--- config.mk ---
export PLATFORM = sky130hd
export DESIGN_NAME = mmio_bus_decoder
export DESIGN_NICKNAME = d
export VERILOG_FILES = /design/src/rtl/mmio_pkg.sv /design/src/rtl/mmio_range_decode.sv /design/src/rtl/mmio_bus_decoder.sv
export SDC_FILE = /design/constraint.sdc
export NUM_CORES = 1
export LEC_CHECK = 0
export ABC_CLOCK_PERIOD_IN_PS = 2500
export CAP_MARGIN = 20
export CORE_MARGIN = 1.5
export CORE_UTILIZATION = 29
export CTS_CLUSTER_SIZE = 30
export DETAILED_ROUTE_END_ITERATION = 10
export GPL_ROUTABILITY_DRIVEN = 0
export PLACE_DENSITY = 0.66
export SLEW_MARGIN = 10
export SYNTH_ARGS = -nofsm -noshare
export SYNTH_HDL_FRONTEND = slang
export SYNTH_SLANG_ARGS = --single-unit
--- constraint.sdc ---
create_clock -name clk -period 2.5 [get_ports clk]
set_clock_uncertainty 0.15 [all_clocks]
set_input_delay 0.625 -clock clk [delete_from_list [all_inputs] [get_ports clk]]
set_output_delay 0.625 -clock clk [all_outputs]
set_load 0.005 [all_outputs]
--- src/rtl/mmio_pkg.sv ---
// Shared types and constants for the MMIO decoder and its range-decode helper.
// Pure declarations: no latency, no flow control.
package mmio_pkg;

  typedef enum logic [1:0] {
    ST_IDLE = 2'd0,
    ST_MEM  = 2'd1,
    ST_SREQ = 2'd2,
    ST_RESP = 2'd3
  } state_e;

  localparam int DEF_BASE_ADDR = 60;
  localparam int DEF_SPAN      = 4;

  // I2C register map inside slave 0's window
  localparam int I2C_TXD  = 0;
  localparam int I2C_CTRL = 1;
  localparam int I2C_STAT = 2;
  localparam int I2C_RXD  = 3;

  localparam logic [31:0] TIMEOUT_RDATA = 32'h0000_0000;

  function automatic int idx_width(input int span);
    return (span > 1) ? $clog2(span) : 1;
  endfunction

  function automatic int slv_width(input int num_slaves);
    return (num_slaves > 1) ? $clog2(num_slaves) : 1;
  endfunction

endpackage

--- src/rtl/mmio_range_decode.sv ---
// Combinational Addr -> (hit, slave, idx) window decode; zero latency.
// No flow control; shared by the CPU port and the future DMA port.
module mmio_range_decode
  import mmio_pkg::*;
#(
  parameter int                ADDR_W     = 32,
  parameter int                NUM_SLAVES = 4,
  parameter logic [ADDR_W-1:0] BASE_ADDR  = ADDR_W'(DEF_BASE_ADDR),
  parameter int                SPAN       = DEF_SPAN,
  parameter int                IDX_W      = idx_width(SPAN),
  parameter int                SLV_W      = slv_width(NUM_SLAVES)
) (
  input  logic [ADDR_W-1:0] addr_i,
  output logic              hit_o,
  output logic [SLV_W-1:0]  slave_o,
  output logic [IDX_W-1:0]  idx_o
);

  localparam int              OFF_W = IDX_W + SLV_W;
  localparam logic [ADDR_W:0] LIMIT = {1'b0, BASE_ADDR} + (ADDR_W+1)'(NUM_SLAVES * SPAN);

  logic [OFF_W-1:0] off;

  // Upper bound compared one bit wider so a window ending at the top of the map cannot wrap.
  assign hit_o = (addr_i >= BASE_ADDR) && ({1'b0, addr_i} < LIMIT);

  // Only the low bits of the offset matter once hit is known, so subtract narrow.
  assign off     = addr_i[OFF_W-1:0] - BASE_ADDR[OFF_W-1:0];
  assign idx_o   = off[IDX_W-1:0];
  assign slave_o = off[IDX_W +: SLV_W];

endmodule

--- src/rtl/mmio_bus_decoder.sv ---
// Routes a CPU load/store to data memory or a peripheral window; ready 1..TIMEOUT+1 cycles after accept.
// Requester holds req until the one-cycle ready pulse; peripherals stall via slv_ack, bounded by TIMEOUT.
module mmio_bus_decoder
  import mmio_pkg::*;
#(
  parameter int                ADDR_W     = 32,
  parameter int                DATA_W     = 32,
  parameter int                NUM_SLAVES = 4,
  parameter logic [ADDR_W-1:0] BASE_ADDR  = ADDR_W'(DEF_BASE_ADDR),
  parameter int                SPAN       = DEF_SPAN,
  parameter logic [SPAN-1:0]   RO_MASK    = SPAN'((1 << I2C_STAT) | (1 << I2C_RXD)),
  parameter int                TIMEOUT    = 15,
  parameter int                IDX_W      = idx_width(SPAN)
) (
  input  logic                         clk,
  input  logic                         rst_n,
  input  logic                         req,
  input  logic                         memWrite,
  input  logic [ADDR_W-1:0]            Addr,
  output logic                         ready,
  output logic                         err,
  output logic [DATA_W-1:0]            rdata,
  output logic                         WEM,
  input  logic [DATA_W-1:0]            mem_rdata,
  output logic [NUM_SLAVES-1:0]        sel,
  output logic [NUM_SLAVES-1:0]        we,
  output logic [IDX_W-1:0]             reg_idx,
  input  logic [NUM_SLAVES*DATA_W-1:0] slv_rdata,
  input  logic [NUM_SLAVES-1:0]        slv_ack
);

  localparam int SLV_W = slv_width(NUM_SLAVES);
  localparam int CNT_W = $clog2(TIMEOUT + 1);

  logic              hit_w;
  logic [SLV_W-1:0]  slave_w;
  logic [IDX_W-1:0]  idx_w;

  state_e            state_q, state_d;
  logic              wr_q, wr_d;
  logic [SLV_W-1:0]  slave_q, slave_d;
  logic [IDX_W-1:0]  idx_q, idx_d;
  logic [CNT_W-1:0]  cnt_q, cnt_d;
  logic [CNT_W-1:0]  cnt_inc;
  logic              err_q, err_d;
  logic [DATA_W-1:0] rdata_q, rdata_d;
  logic              ready_q, ready_d;
  logic              wem_q, wem_d;
  logic [NUM_SLAVES-1:0] sel_q, sel_d;
  logic [NUM_SLAVES-1:0] we_q, we_d;
  logic [IDX_W-1:0]  ridx_q, ridx_d;

  logic              ack_w;
  logic [DATA_W-1:0] sdata_w;

  mmio_range_decode #(
    .ADDR_W     (ADDR_W),
    .NUM_SLAVES (NUM_SLAVES),
    .BASE_ADDR  (BASE_ADDR),
    .SPAN       (SPAN),
    .IDX_W      (IDX_W),
    .SLV_W      (SLV_W)
  ) u_range_decode (
    .addr_i  (Addr),
    .hit_o   (hit_w),
    .slave_o (slave_w),
    .idx_o   (idx_w)
  );

  // Only the latched slave's ack and data are looked at; other slaves are ignored.
  assign ack_w   = slv_ack[slave_q];
  assign sdata_w = slv_rdata[slave_q*DATA_W +: DATA_W];
  assign cnt_inc = cnt_q + 1'b1;

  always_ff @(posedge clk or negedge rst_n) begin
    if (!rst_n) begin
      state_q <= ST_IDLE;
    end else begin
      state_q <= state_d;
    end
  end

  always_comb begin
    state_d = state_q;
    wr_d    = wr_q;
    slave_d = slave_q;
    idx_d   = idx_q;
    cnt_d   = cnt_q;
    err_d   = 1'b0;
    rdata_d = rdata_q;
    case (state_q)
      ST_IDLE: begin
        if (req) begin
          wr_d    = memWrite;
          slave_d = slave_w;
          idx_d   = idx_w;
          cnt_d   = '0;
          if (!hit_w) begin
            state_d = ST_MEM;
          end else if (memWrite && RO_MASK[idx_w]) begin
            state_d = ST_RESP;
            err_d   = 1'b1;
          end else begin
            state_d = ST_SREQ;
          end
        end
      end
      ST_MEM: begin
        if (!wr_q) rdata_d = mem_rdata;
        state_d = ST_RESP;
      end
      ST_SREQ: begin
        cnt_d = cnt_inc;
        // Ack is tested first so a late ack on the timeout cycle still completes cleanly.
        if (ack_w) begin
          if (!wr_q) rdata_d = sdata_w;
          state_d = ST_RESP;
        end else if (cnt_inc == CNT_W'(TIMEOUT)) begin
          err_d   = 1'b1;
          rdata_d = DATA_W'(TIMEOUT_RDATA);
          state_d = ST_RESP;
        end
      end
      ST_RESP: begin
        state_d = ST_IDLE;
      end
      default: begin
        state_d = ST_IDLE;
      end
    endcase
  end

  // Outputs are precomputed from the next state so every port comes straight from a flop.
  always_comb begin
    ready_d = (state_d == ST_RESP);
    wem_d   = (state_d == ST_MEM) && wr_d;
    sel_d   = '0;
    we_d    = '0;
    ridx_d  = '0;
    if (state_d == ST_SREQ) begin
      sel_d  = NUM_SLAVES'(1) << slave_d;
      we_d   = wr_d ? sel_d : '0;
      ridx_d = idx_d;
    end
  end

  always_ff @(posedge clk or negedge rst_n) begin
    if (!rst_n) begin
      wr_q    <= 1'b0;
      slave_q <= '0;
      idx_q   <= '0;
      cnt_q   <= '0;
      err_q   <= 1'b0;
      rdata_q <= '0;
      ready_q <= 1'b0;
      wem_q   <= 1'b0;
      sel_q   <= '0;
      we_q    <= '0;
      ridx_q  <= '0;
    end else begin
      wr_q    <= wr_d;
      slave_q <= slave_d;
      idx_q   <= idx_d;
      cnt_q   <= cnt_d;
      err_q   <= err_d;
      rdata_q <= rdata_d;
      ready_q <= ready_d;
      wem_q   <= wem_d;
      sel_q   <= sel_d;
      we_q    <= we_d;
      ridx_q  <= ridx_d;
    end
  end

  assign ready   = ready_q;
  assign err     = err_q;
  assign rdata   = rdata_q;
  assign WEM     = wem_q;
  assign sel     = sel_q;
  assign we      = we_q;
  assign reg_idx = ridx_q;

endmodule

==> key figures <==
Power and ir drop
  • Clock power share: roughly 11%
  • Leakage: 0.00262 uW
  • Seq pwr share: roughly 24%
  • Peak VDD IR: between 0.4 and 0.5 mV
  • Sw frac: between 30% and 40%
  • Internal: around 4000 uW
  • Net switching power: 2560 uW
  • PwrDens: roughly 1000 nW/um^2
  • Gate power share: between 60% and 70%
  • Tot Pwr: between 6000 and 7000 uW

Setup path
  • Setup crit start kind: input port
  • CP Capture Type: flop
  • Setup CP Type: input port to flop
  • Worst path required time: 2540 ps
  • Crit Path Max Fanout: 13
  • Worst Path Arrival: 2510 ps

Clock tree
  • CTS tree: done
  • Root buffer cell: clkbuf_16
  • Clock Latency Late Sink: 290 ps
  • CTS H-tree lvls: 2
  • Clock Pin Slew Worst Setup and Hold Paths: around 80 ps
  • Clk buf depth: 2
  • Clock Sinks: 56
  • TritonCTS Buffers: 5
  • Hold_buf cts: 0

Cells and area
  • Nets@finish: just under 800
  • Commonest non-fill, non-tap cell in the layout: clkdlybuf4s50_1
  • Fraction of layout cells with a size suffix above 1: 17.6%
  • Filler cells: ~1100
  • Synthesis-to-layout area growth: 80.7%
  • # diodes: 0
  • Final core utilization: between 50% and 60%
  • Most frequent cells in the layout: clkdlybuf4s50_1, dfrtp_1, a21oi_1, nor2_1

Floorplan
  • I/O pin count: 245
  • Die width: roughly 110 um
  • Area of the core: roughly 12000 um^2
  • Num rows: 40
  • Initial cell density of the core: ~30%
  • Die area: ~13000 um^2
  • DIE HEIGHT: between 100 and 150 um

Flow run
  • Max_cap viols: 0

Synthesis
  • Post-Syn Area per Cell: between 10 and 15 um^2
  • Mapped Cells: roughly 340
  • Net Count, Synth: 542
  • Sequential area share after synthesis: between 30% and 40%
  • Yosys top cell by area: dfrtp_1
  • Synthesis warning total: 0
  • Synth Cell Area: around 3600 um^2
  • Post-synth cell types: 36
  • Synth area leaders: dfrtp_1, mux4_2, a21oi_2
  • FF+latch count, synth: 56
  • Top cell type's share of synthesized area: between 30 and 40%

STA
  • Worst slew pin tran: roughly 480 ps
  • Max Clk Rate: 405 MHz
  • Slew Limit Fails: 0
  • Rel. slew slack: about two thirds
  • Period utilization: between 90% and 100%
  • Final Critical Period: about 2500 ps
  • Final setup viols: 0
  • Final Hold Viols: 0
  • RSZ-0062 raised after global routing: yes

Outcome
  • Status: finished, final reports clean

Global routing
  • Remaining Overflow, GRT: 0
  • Gr usage total: 18.9%
  • Largest net degree at the start of global routing: between 40 and 50
  • First-pass GRT wire length: between 15000 and 20000 um
  • Antenna violations before repair: 0
  • Vias in the first global route: between 3000 and 4000

Routing
  • ANT nets after route: 0
  • DRT iter0 DRCs: around 170
  • WL/cell: approximately 17 um
  • DR pass1 iterations: 4
  • Drt drc: 0
  • Overall routed net length: 12900 um
  • Via count: 3719
  • Via-to-Cell Ratio: approximately 4.9

Min path
  • Hold Path Class: input port to asynchronous set/reset pin

Place
  • Half-perimeter wire length after placement: around 10000 um
  • IO buf count: 244
area by class of cell:
| cell class | instances | area (um^2) | share of cell area (%) |
|---|---|---|---|
| Sequential cell | 56 | 1400 | 21.4 |
| Clock buffer | 5 | 125 | 1.91 |
| Clock inverter | 3 | 28.8 | 0.439 |
| Tap cell | 168 | 210 | 3.21 |
| Multi-Input combinational cell | 243 | 2050 | 31.2 |
| Inverter | 10 | 37.5 | 0.573 |
| Timing Repair Buffer | 268 | 2700 | 41.2 |
logic make-up after synthesis:
kind of cell | Yosys count | share of synthesized area (%)
simple gates | 115 | 16.4
compound gates | 82 | 15.1
flops | 56 | 38.6
mux | 39 | 22.2
buf+inv | 37 | 5.38
fa+ha+maj | 6 | 2.07
xor+xnor | 1 | 0.241
sequential cells by signal (all words and copies together), names as in the netlist, 2 cells and up:
signal   count
we           4
sel          4
slave_q      2
idx_q        2
cnt_q        4
reg_idx      2
state_q      2
rdata       32
routing by layer:
| layer | GRT usage (%) | up-vias | part of all wire, % |
|---|---|---|---|
| met1 | 23.0 | 1796 | 41 |
| met5 | 0 | - | 0 |
| met3 | 4.22 | 10 | 7.0 |
| met2 | 34.1 | 154 | 51 |
| li1 | - | 1759 | - |
| met4 | 4.03 | 0 | 1.3 |
Yosys cell counts:
library cell  number
nor4b_1            1
a2111oi_0          1
nand2_1           12
nand4_1            1
nor2b_1            2
dfrtp_1           56
nand2b_1           4
and4_1             1
inv_1             10
o31ai_1            1
a21oi_1           37
and3_1            33
o21ai_0            6
buf_4              4
nor2_1            36
mux2_2             2
a22o_1             2
and2_1             1
buf_1              1
xnor2_1            1
mux2i_1            4
or3_1              1
clkbuf_1          14
a21oi_2           28
a31oi_1            2
ha_1               6
nor3_1             5
buf_2              3
buf_6              5
o31a_1             1
nor4_1            12
nand3_1            4
o22ai_1            3
a211oi_2           1
nor3b_1            2
mux4_2            33
critical path, stage by stage:
cell	delay, ps
clkdlybuf4s50_1	440
ha_1	230
nor4b_1	250
a31oi_1	110
nor4_1	220
o22ai_1	130
buf_4	190
nor4_1	300
worst paths after layout:
kind | startpoint | to | slack (ps) | depth (start not counted)
max | Addr[2] | we[3] | 30 | 8
min | rst_n | rdata[19] | 110 | 1
min in group clk | idx_q[0] | idx_q[0] | 350 | 1
max reg2reg | state_q[0] | we[3] | 180 | 9
min reg2reg | idx_q[0] | idx_q[0] | 350 | 1
max in group asynchronous | rst_n | WEM | 1560 | 2
metrics by stage:
| step | hold slack (ps) | std cells | instance area [um^2] | setup WS [ps] | setup TNS [ps] |
|---|---|---|---|---|---|
| 3_5_place_dp | 329 | 740 | 6290 | -269 | -9730 |
| 2_1_floorplan | 179 | 336 | 3630 | 297 | 0 |
| 6_report | 111 | 753 | 6560 | 31.6 | 0 |
| 3_3_place_gp | 326 | 740 | 6290 | -206 | -7770 |
| 5_1_grt | 139 | 753 | 6560 | -55.9 | -174 |
| 4_1_cts | 124 | 748 | 6440 | 55.8 | 0 |
timing repair:
item,CTS,global route
setup endpoints to repair,4,45
resized for setup,1,5
gates cloned,0,2
buffers inserted,0,3
power groups by stage:
stage	registers [uW]	clock network (uW)	logic, uW
after detailed placement	1600	0	3930
after floorplan	1550	0	2490
after global routing	1640	804	4610
after global placement	1580	0	3860
final	1580	745	4220
after CTS	1580	771	3930
No activity file was read; power rests on OpenSTA's default activity.
==> edit (same settings) <==
`DEF_SPAN`: 4 -> 3.
--- a/src/rtl/mmio_pkg.sv
+++ b/src/rtl/mmio_pkg.sv
@@ -10,7 +10,7 @@
   } state_e;
 
   localparam int DEF_BASE_ADDR = 60;
-  localparam int DEF_SPAN      = 4;
+  localparam int DEF_SPAN      = 3;
 
   // I2C register map inside slave 0's window
   localparam int I2C_TXD  = 0;
Formal check against the unedited RTL: not equivalent (a bounded check fails within 4 cycles, from zero or initial values and one cycle with rst_n low).
==> edit against the original RTL <==
- sequential cell count unchanged
- worst setup slack better by 0.045 ns
- largest power group unchanged
- wire length increased by 1.1%
- cell area rose by 0.48%
- via count shrank 1.1%
- area after synthesis rose by 0.31%
- power is 4.5% higher
- critical path type unchanged
- hold slack gained 0.23 ns
==> edit: results (changes against the original RTL) <==
| Metric | Value |
|---|---|
| Worst vdd ir | 615 uV (+41%) |
| Placed cell count | 744 (+0.54%) |
| Cell internal pwr | 0.00415 W (+3.9%) |
| Synth cell types | 38 (+5.6%) |
| Post-Route WL | 13.0 mm (+1.1%) |
| Nets | 792 (+0.25%) |
| First-pass GRT wire length | 20.0 mm (+2.3%) |
| # diodes | 0 (unchanged) |
| Routed vias | 3677 (-1.1%) |
| Post-synthesis sequential area ratio | 38.5% (-0.12 points) |
| HPWL after DPL | 10.3 mm (+1.5%) |
| Fillers | 1119 (+1.8%) |
| Reg clk slew, reported paths | 0.08 ns (about the same) |
| CP Data Arrival Time | 2.47 ns (-0.04 ns) |
| Max clock buf depth | 2 (unchanged) |
| Status | finished clean |
| Proportion of layout cells with a drive suffix above 1 | 18.4% (+0.79 points) |
| DP Worst Slack | -0.213 ns (+0.0558 ns) |
| R2r worst-path depth | 8 (-1) |
| DR WL/cell | 17.2 um (+0.82%) |
| Hold WC Path Type | flop to flop |
| Initial antenna violation count | 0 (unchanged) |
| Area post-placement | 0.00634 sq mm (+0.76%) |
| Post-synth net total | 542 (unchanged) |
| Leak pwr | 2.63 nW (+0.58%) |
| Ys async rst share | 100% (unchanged) |
| Vias in the first global route | 3901 (-0.51%) |
| H-tree depth | 2 (unchanged) |
| Inserted Clock Buffers | 5 (unchanged) |
| Share of the synthesized area in the top cell type | 38.5% (-0.12 points) |
| Main synth FF type | dfrtp_1 |
| Ys Warns | 0 (unchanged) |
| Input/output buffers | 244 (unchanged) |
| Root buf cell | clkbuf_16 |
| CP max FO | 13 (unchanged) |
| Synthesized instance count | 336 (unchanged) |
| Synth cell count leaders | 56 x dfrtp_1, 38 x a21oi_1, 36 x nor2_1 |
| Worst Tran Pin Value | 0.415 ns (-0.0611 ns) |
| Largest register FFs | 32 (unchanged) |
| Hold path depth | 1 |
| Slowest stage delay, CP | 0.48 ns (+0.04 ns) |
| Total Routing Usage GR | 19.4% (+0.53 points) |
| Critical-path top delay cell | clkdlybuf4s50_1 |
| Worst skew pair latency | 0.29 ns (about the same) |
| Iteration count of the initial detailed-routing pass | 4 (unchanged) |
| Ranking of synthesized cells by area | dfrtp_1 39%, mux4_2 20%, a21oi_2 6.7%, and3_1 5.7%, a21oi_1 5.2% |
| Initial DRC Count | 157 (-8.7%) |
| Largest net degree at the start of global routing | 34 (-26%) |
| Area Growth Syn to Fin | 81.0% |
-- edit: changes by cell type in the layout (fill, tap and decap cells not counted), moves of 2 or more --
cell      delta
and2_1       +2
buf_4        +3
clkinv_4     +2
inv_1        -2
nand2b_1     -2
nor3b_1      +3
nor4_1       -5
nor4_2       +2
-- edit: path summary, 6_finish.rpt --
path,slack [ns],end,from
worst max-delay path,0.08,sel[2]$_DFF_PN0_,req
worst min-delay path,0.34,idx_q[1]$_DFF_PN0_,idx_q[1]$_DFF_PN0_
worst max register to register,0.26,sel[2]$_DFF_PN0_,cnt_q[0]$_DFFE_PN0P_
worst min register to register,0.34,idx_q[1]$_DFF_PN0_,idx_q[1]$_DFF_PN0_
max in group asynchronous,1.06,slave_q[1]$_DFF_PN0_,rst_n
min in group asynchronous,0.55,sel[1]$_DFF_PN0_,rst_n
-- edit: final cells by class --
cell class,count,area share (%)
multi-input combinational,243,31.6
clock inverter,3,0.399
tap,168,3.19
inverter,9,0.513
sequential,56,21.3
clock buffer,5,1.90
timing repair buffer,271,41.1
-- edit: cell families after synthesis --
group                    Yosys count  share of synthesized area (%)
adder cells (fa/ha/maj)            6                           2.06
multiplexers                      39                           22.2
AO/OA/AOI/OAI                     84                           15.4
XOR/XNOR                           1                          0.241
AND/OR/NAND/NOR                  113                           16.4
buffers and inverters             37                           5.29
flip-flops                        56                           38.5
-- edit: power groups by stage --
stage / combinational, W / sequential (W) / clock [W]
3_5_place_dp: 0.00433 / 0.00163 / 0
5_1_grt: 0.00496 / 0.00166 / 0.000782
6_report: 0.00452 / 0.00160 / 0.000717
2_1_floorplan: 0.00269 / 0.00157 / 0
4_1_cts: 0.00434 / 0.00161 / 0.000746
3_3_place_gp: 0.00425 / 0.00161 / 0
-- edit: layer usage --
layer | wire length (um) | GRT usage, % | up-vias
li1 | - | - | 1772
met1 | 5200 | 23.3 | 1749
met2 | 6630 | 34.8 | 138
met3 | 913 | 4.90 | 18
met4 | 270 | 4.69 | 0
met5 | 0 | 0 | -
-- edit: timing repair --
item                       4_1_cts  5_1_grt
setup endpoints to repair        0       44
hold endpoints to repair         5        0
buffers inserted                 0        0
hold buffers                     1        0
gates resized for setup          0        7
-- edit: critical path, delay by kind of cell --
family	cells	cell delay [ns]
AOI/OAI and AO/OA	1	0.11
buffers and inverters	2	0.67
and+or+nand+nor	4	1.06
-- edit: stage by stage --
step	hold WS [ns]	setup TNS, ns
2_1_floorplan	0.179	0
3_3_place_gp	0.323	-6.04
3_5_place_dp	0.327	-7.76
4_1_cts	0.346	0
5_1_grt	0.360	-0.309
6_report	0.342	0
